==> config.mk <==
export PLATFORM = sky130hd
export DESIGN_NAME = uart_dbg_loader
export DESIGN_NICKNAME = d
export VERILOG_FILES = /design/src/rtl/uart_dbg_loader_pkg.sv /design/src/rtl/uart_dbg_loader_field_shift.sv /design/src/rtl/uart_dbg_loader.sv
export SDC_FILE = /design/constraint.sdc
export NUM_CORES = 1
export LEC_CHECK = 0
export BUFFER_PORTS_ARGS = -buffer_cell sky130_fd_sc_hd__buf_2
export CAP_MARGIN = 20
export CORE_ASPECT_RATIO = 1.1
export CORE_MARGIN = 2
export CORE_UTILIZATION = 51
export CTS_CLUSTER_DIAMETER = 40
export DETAILED_ROUTE_END_ITERATION = 6
export GPL_TIMING_DRIVEN = 0
export PLACE_DENSITY = 0.88
export REMOVE_ABC_BUFFERS = 1
export SLEW_MARGIN = 15
export SYNTH_ARGS = -nofsm -noshare
export SYNTH_HDL_FRONTEND = slang
export SYNTH_SLANG_ARGS = --single-unit
==> constraint.sdc <==
create_clock -name clk -period 2.3 [get_ports clk]
set_input_delay 0.46 -clock clk [delete_from_list [all_inputs] [get_ports clk]]
set_output_delay 0.46 -clock clk [all_outputs]
set_load 0.01 [all_outputs]
==> src/rtl/uart_dbg_loader_pkg.sv <==
// Shared definitions for the UART debug loader: command bytes, parser states
// and little-endian field lengths.
package uart_dbg_loader_pkg;

  localparam logic [7:0] CMD_W = 8'h57;
  localparam logic [7:0] CMD_B = 8'h42;
  localparam logic [7:0] CMD_R = 8'h52;
  localparam logic [7:0] CMD_H = 8'h48;
  localparam logic [7:0] CMD_G = 8'h47;

  localparam logic [2:0] ADDR_LEN  = 3'd4;
  localparam logic [2:0] WDATA_LEN = 3'd4;
  localparam logic [2:0] BDATA_LEN = 3'd1;

  localparam int FIELD_W = 32;

  typedef enum logic [2:0] {
    ST_IDLE,
    ST_ADDR,
    ST_DATA,
    ST_MEM,
    ST_RESP
  } state_t;

  function automatic logic [3:0] lane_mask(input logic [1:0] adr_lo);
    return 4'b0001 << adr_lo;
  endfunction

endpackage

==> src/rtl/uart_dbg_loader_field_shift.sv <==
// Little-endian byte collector for one command field (address or data).
// last_o flags that the next shifted byte completes the field of len_i bytes.
module dbg_field_shift
  import uart_dbg_loader_pkg::*;
(
  input  logic               clk_i,
  input  logic               reset_i,
  input  logic               clear_i,
  input  logic               shift_i,
  input  logic [7:0]         byte_i,
  input  logic [2:0]         len_i,
  output logic [FIELD_W-1:0] data_o,
  output logic [FIELD_W-1:0] data_nxt_o,
  output logic               last_o
);

  logic [FIELD_W-1:0] data_q, data_d;
  logic [2:0]         cnt_q;

  // Next value assumes a shift, so the parent can use the completed field in
  // the same cycle the final byte arrives.
  always_comb begin
    data_d = data_q;
    data_d[{cnt_q[1:0], 3'b000} +: 8] = byte_i;
  end

  always_ff @(posedge clk_i) begin
    if (reset_i || clear_i) begin
      data_q <= '0;
      cnt_q  <= '0;
    end else if (shift_i) begin
      data_q <= data_d;
      cnt_q  <= cnt_q + 3'd1;
    end
  end

  assign data_o     = data_q;
  assign data_nxt_o = data_d;
  assign last_o     = (cnt_q == len_i - 3'd1);

endmodule

==> src/rtl/uart_dbg_loader.sv <==
// UART command parser driving the SoC debug memory port and CPU reset.
// Optional word readback over UART TX is built when DBG_READBACK_EN is defined.
//
// state   | meaning
// IDLE    | wait for a command byte (H/G act here directly)
// ADDR    | collect 4 address bytes, inter-byte timeout armed
// DATA    | collect 4 (W) or 1 (B) data bytes, inter-byte timeout armed
// MEM     | dbg_mem_op held for HOLD_CYCLES cycles
// RESP    | send 4 read-data bytes, LSB first
module uart_dbg_loader
  import uart_dbg_loader_pkg::*;
#(
  parameter int HOLD_CYCLES    = 16,
  parameter int TIMEOUT_CYCLES = 100000
) (
  input  logic        clk,
  input  logic        reset,
  input  logic [7:0]  rx_data,
  input  logic        rx_valid,
  output logic [7:0]  tx_data,
  output logic        tx_valid,
  input  logic        tx_ready,
  output logic        dbg_mem_op,
  output logic [3:0]  dbg_wren,
  output logic [31:0] dbg_adr,
  output logic [31:0] dbg_do,
  input  logic [31:0] dbg_di,
  output logic        cpu_n_reset
);

  localparam int HW = $clog2(HOLD_CYCLES);
  localparam int TW = $clog2(TIMEOUT_CYCLES + 1);
  localparam logic [HW-1:0] HOLD_LOAD = HW'(HOLD_CYCLES - 1);
  localparam logic [TW-1:0] TO_LOAD   = TW'(TIMEOUT_CYCLES);

  state_t        state_q, state_d, cur_state;
  logic [7:0]    cmd_q, cmd_d;
  logic [HW-1:0] hold_q, hold_d;
  logic [TW-1:0] to_q, to_d;
  logic          mem_op_q, mem_op_d;
  logic [3:0]    wren_q, wren_d;
  logic [31:0]   adr_q, adr_d;
  logic [31:0]   do_q, do_d;
  logic          cpu_q, cpu_d;
  logic          timeout;

  logic          field_clr, addr_shift, data_shift;
  logic [31:0]   addr_val, addr_nxt, data_val, data_nxt;
  logic          addr_last, data_last;
  logic [2:0]    data_len;

  assign data_len = (cmd_q == CMD_B) ? BDATA_LEN : WDATA_LEN;

  dbg_field_shift u_addr (
    .clk_i      (clk),
    .reset_i    (reset),
    .clear_i    (field_clr),
    .shift_i    (addr_shift),
    .byte_i     (rx_data),
    .len_i      (ADDR_LEN),
    .data_o     (addr_val),
    .data_nxt_o (addr_nxt),
    .last_o     (addr_last)
  );

  dbg_field_shift u_data (
    .clk_i      (clk),
    .reset_i    (reset),
    .clear_i    (field_clr),
    .shift_i    (data_shift),
    .byte_i     (rx_data),
    .len_i      (data_len),
    .data_o     (data_val),
    .data_nxt_o (data_nxt),
    .last_o     (data_last)
  );

`ifdef DBG_READBACK_EN
  logic [31:0] rd_q, rd_d;
  logic        tx_valid_q, tx_valid_d;
  logic [7:0]  tx_data_q, tx_data_d;
  logic [1:0]  tx_idx_q, tx_idx_d;
`endif

  // A timeout is resolved before the byte of the same cycle, which is then
  // parsed as if the FSM were already idle.
  assign timeout   = ((state_q == ST_ADDR) || (state_q == ST_DATA)) && (to_q == '0);
  assign cur_state = timeout ? ST_IDLE : state_q;

  always_comb begin
    state_d    = state_q;
    cmd_d      = cmd_q;
    hold_d     = hold_q;
    to_d       = to_q;
    mem_op_d   = mem_op_q;
    wren_d     = wren_q;
    adr_d      = adr_q;
    do_d       = do_q;
    cpu_d      = cpu_q;
    field_clr  = 1'b0;
    addr_shift = 1'b0;
    data_shift = 1'b0;
`ifdef DBG_READBACK_EN
    rd_d       = rd_q;
    tx_valid_d = tx_valid_q;
    tx_data_d  = tx_data_q;
    tx_idx_d   = tx_idx_q;
`endif
    if (timeout) state_d = ST_IDLE;
    if (to_q != '0) to_d = to_q - 1'b1;

    case (cur_state)
      ST_IDLE: begin
        if (rx_valid) begin
          case (rx_data)
            CMD_W, CMD_B: begin
              cmd_d     = rx_data;
              field_clr = 1'b1;
              to_d      = TO_LOAD;
              state_d   = ST_ADDR;
            end
`ifdef DBG_READBACK_EN
            CMD_R: begin
              cmd_d     = rx_data;
              field_clr = 1'b1;
              to_d      = TO_LOAD;
              state_d   = ST_ADDR;
            end
`endif
            CMD_H:   cpu_d = 1'b0;
            CMD_G:   cpu_d = 1'b1;
            default: ;
          endcase
        end
      end

      ST_ADDR: begin
        if (rx_valid) begin
          addr_shift = 1'b1;
          to_d       = TO_LOAD;
          if (addr_last) begin
            if (cmd_q == CMD_R) begin
              state_d  = ST_MEM;
              mem_op_d = 1'b1;
              hold_d   = HOLD_LOAD;
              adr_d    = addr_nxt;
              wren_d   = 4'h0;
            end else begin
              state_d = ST_DATA;
            end
          end
        end
      end

      ST_DATA: begin
        if (rx_valid) begin
          data_shift = 1'b1;
          to_d       = TO_LOAD;
          if (data_last) begin
            state_d  = ST_MEM;
            mem_op_d = 1'b1;
            hold_d   = HOLD_LOAD;
            adr_d    = addr_val;
            if (cmd_q == CMD_B) begin
              do_d   = {4{rx_data}};
              wren_d = lane_mask(addr_val[1:0]);
            end else begin
              do_d   = data_nxt;
              wren_d = 4'hF;
            end
          end
        end
      end

      ST_MEM: begin
        if (hold_q == '0) begin
          mem_op_d = 1'b0;
          wren_d   = 4'h0;
          state_d  = ST_IDLE;
`ifdef DBG_READBACK_EN
          if (cmd_q == CMD_R) begin
            rd_d       = dbg_di;
            tx_valid_d = 1'b1;
            tx_data_d  = dbg_di[7:0];
            tx_idx_d   = 2'd0;
            state_d    = ST_RESP;
          end
`endif
        end else begin
          hold_d = hold_q - 1'b1;
        end
      end

`ifdef DBG_READBACK_EN
      ST_RESP: begin
        // One idle cycle after every handshake before the next byte.
        if (tx_valid_q) begin
          if (tx_ready) begin
            tx_valid_d = 1'b0;
            if (tx_idx_q == 2'd3) state_d = ST_IDLE;
            else tx_idx_d = tx_idx_q + 2'd1;
          end
        end else begin
          tx_valid_d = 1'b1;
          tx_data_d  = rd_q[{tx_idx_q, 3'b000} +: 8];
        end
      end
`endif

      default: state_d = ST_IDLE;
    endcase
  end

  always_ff @(posedge clk) begin
    if (reset) begin
      state_q  <= ST_IDLE;
      cmd_q    <= '0;
      hold_q   <= '0;
      to_q     <= '0;
      mem_op_q <= 1'b0;
      wren_q   <= '0;
      adr_q    <= '0;
      do_q     <= '0;
      cpu_q    <= 1'b1;
    end else begin
      state_q  <= state_d;
      cmd_q    <= cmd_d;
      hold_q   <= hold_d;
      to_q     <= to_d;
      mem_op_q <= mem_op_d;
      wren_q   <= wren_d;
      adr_q    <= adr_d;
      do_q     <= do_d;
      cpu_q    <= cpu_d;
    end
  end

`ifdef DBG_READBACK_EN
  always_ff @(posedge clk) begin
    if (reset) begin
      rd_q       <= '0;
      tx_valid_q <= 1'b0;
      tx_data_q  <= '0;
      tx_idx_q   <= '0;
    end else begin
      rd_q       <= rd_d;
      tx_valid_q <= tx_valid_d;
      tx_data_q  <= tx_data_d;
      tx_idx_q   <= tx_idx_d;
    end
  end

  assign tx_valid = tx_valid_q;
  assign tx_data  = tx_data_q;
`else
  assign tx_valid = 1'b0;
  assign tx_data  = 8'h00;
`endif

  logic unused_sig;
  assign unused_sig = ^{data_val, tx_ready, dbg_di};

  assign dbg_mem_op  = mem_op_q;
  assign dbg_wren    = wren_q;
  assign dbg_adr     = adr_q;
  assign dbg_do      = do_q;
  assign cpu_n_reset = cpu_q;

endmodule

==> reports/metrics.cfg <==
[run_status]
outcome=finished with violations
violations=negative setup slack

[clock_tree]
hold_buffers=0
cts-buffers-inserted=17
clockBufferDepth=2
cts_root_buf=clkbuf_16
clk_latency_ps=430
htree_num_levels=4
numClockSinks=172
clk_pin_slew_ps=70
cts_tree=yes

[synthesis]
synth.top_cells.by_area=dfxtp_1 44%, a22oi_1 12%, a211oi_1 9.8%
yosysWarnings=0
muxShareOfSynthArea_pct=0.657
yosys.cell_types.count=68
synth_fa_ha_area_share_pct=2.40
synthSimpleGateAreaFrac_pct=16.1
synth_top_family_by_area=compound AO/OA/AOI/OAI gates
syn_area_per_cell_um2=9.20
netlist_area_um2=7810
async_flop_share_pct=0
ys_ff_latch=172
yosysMostFrequentCell=dfxtp_1
synth_top_area_share_pct=44.1
synth-edff-count=0
synth_flop_cell=dfxtp_1
synth_compound_area_share_pct=29.8
yosysTopAreaCell=dfxtp_1
seq_area_frac_synth_pct=44.1
synth_xor_area_share_pct=1.46
synthCells=849
synth.top_cells.by_count=172 x dfxtp_1, 128 x a22oi_1, 102 x a211oi_1

[timing]
tightest_slew_ps=818
worst_slack_ps=-85.0
max_freq_mhz=419
setup_violations=7
rsz0062_at_grt=true
slew_headroom_pct=45.3
fin_crit_ps=2390
maxSlewViolCount=0
finalCritPeriodShare_pct=104
finalHoldViolCount=0
skew_ps=10.7
timing.setup.tns_ps=-166

[hold_path]
hold_path.class=in -> reg

[floorplan]
ios=123
core_um2=15000
die-height_um=134
dieArea_um2=16300
die_w_um=122
rows=47
start_util_pct=52.1

[detailed_routing]
wl_per_cell_um=22.3
vias_per_cell=6.88
drc=0
dr.first_iter.drc_count=1168
vias=7843
drt-total-wl_mm=25.4
ant_nets=0
drtPass1Iterations=7

[power_and_ir_drop]
p_per_area_nw_per_um2=807
p_leak_nw=3.47
ir_drop_mv=0.494
power.total_mw=7.75

[placement]
dp_hpwl_mm=13.1
place_inst=1069
gp_congestion=0.930
numPortBuffers=80
dp_slack_ps=-1020

[global_routing]
grt_pass1_vias=7281
overflow=0
grt_pass1_wl_mm=37.4
grt_use_total_pct=28.8
grt_antenna_before_repair=0
grt_max_degree=43

[worst_setup_path]
critPathKind=reg -> reg
crit_arrival_ps=2750
cp-end-kind=flop
startpoint_type=flop
cp.required_ps=2660
worstPathMaxFanout=12

[finish]
drive_gt1_share_pct=25.2
diodes=0
area_growth_pct=23.0
fin_cells=1140
final_nets=990
final_core_util_pct=64.1

[run]
cap_viol_max_count=0

==> metrics by stage <==
stage / area, um^2 / hold slack (ps)
global route: 9610 / 508
floorplan: 7490 / 446
CTS: 9350 / 455
finish: 9610 / 481
global placement: 8130 / 444
detailed placement: 8400 / 472
==> state kept, by name, summed over array words and instances (netlist names), 4 cells and up <==
signal         flops
dbg_adr           32
dbg_do            32
u_addr.data_o     32
u_data.data_o     32
to_q              17
cmd_q              8
dbg_wren           4
hold_q             4
==> final timing paths <==
check / from / to / slack (ps) / cells after the start
max: to_q[0]$_SDFF_PP0_ / u_addr.data_o[12]$_SDFFE_PP0P_ / -90 / 8
min: rx_valid / state_q[1]$_SDFF_PP0_ / 480 / 4
max reg2reg: to_q[0]$_SDFF_PP0_ / u_addr.data_o[12]$_SDFFE_PP0P_ / -90 / 8
min reg2reg: u_addr.data_o[4]$_SDFFE_PP0P_ / u_addr.data_o[4]$_SDFFE_PP0P_ / 500 / 2
==> worst max-delay path: stages, from the launching register on <==
cell and delay [ps]:
dfxtp_2 380, inv_2 60, ha_4 160, nor4b_4 140, buf_4 170, and4_2 390
nor4_4 620, a22oi_1 230, nor2_1 160
==> per-layer routing <==
layer / wire [um] / global-route usage (%)
met5: 0 / 0
met4: 1470 / 15.6
met3: 2550 / 7.27
met2: 11800 / 45.6
met1: 9580 / 36.0
==> cells by family after synthesis <==
| logic type | Yosys count |
|---|---|
| AO/OA/AOI/OAI | 324 |
| XOR/XNOR | 13 |
| adder cells (fa/ha/maj) | 15 |
| buffers and inverters | 94 |
| flip-flops | 172 |
| multiplexers | 5 |
| other | 1 |
| AND/OR/NAND/NOR | 225 |
==> layout by cell type, fill, tap and decap left out, types with 9 or more instances in the layout <==
| cell type | instances |
|---|---|
| buf_4 | 30 |
| nand4_1 | 10 |
| inv_1 | 14 |
| nand3_1 | 16 |
| a211oi_1 | 88 |
| nor4_4 | 9 |
| nand2_1 | 18 |
| conb_1 | 10 |
| a21oi_1 | 45 |
| a211oi_2 | 14 |
| dfxtp_1 | 165 |
| clkbuf_16 | 18 |
| a22oi_1 | 128 |
| nor2_1 | 98 |
| nor3_1 | 10 |
| ha_1 | 14 |
| buf_2 | 79 |
==> layout make-up <==
cell class / instances / area [um^2]
sequential: 172 / 3460
clock inverter: 11 / 106
multi-input combinational: 598 / 4350
inverter: 17 / 67.6
tap: 196 / 245
timing repair buffer: 125 / 917
clock buffer: 21 / 470
fill: 1064 / 5380
==> timing repair <==
action | in CTS | in global routing
cloned | 6 | 1
endpoints found under the setup margin | 171 | 116
pin swaps | 9 | 10
resized for setup | 36 | 36
buffers inserted | 20 | 12
==> report_power, final <==
group | total [mW] | leakage, nW | switching [mW] | internal [mW]
sequential | 3.24 | 1.39 | 0.165 | 3.07
clock | 2.83 | 0.276 | 1.25 | 1.59
combinational | 1.68 | 1.80 | 1.03 | 0.653
No activity file was read; power rests on OpenSTA's default activity.
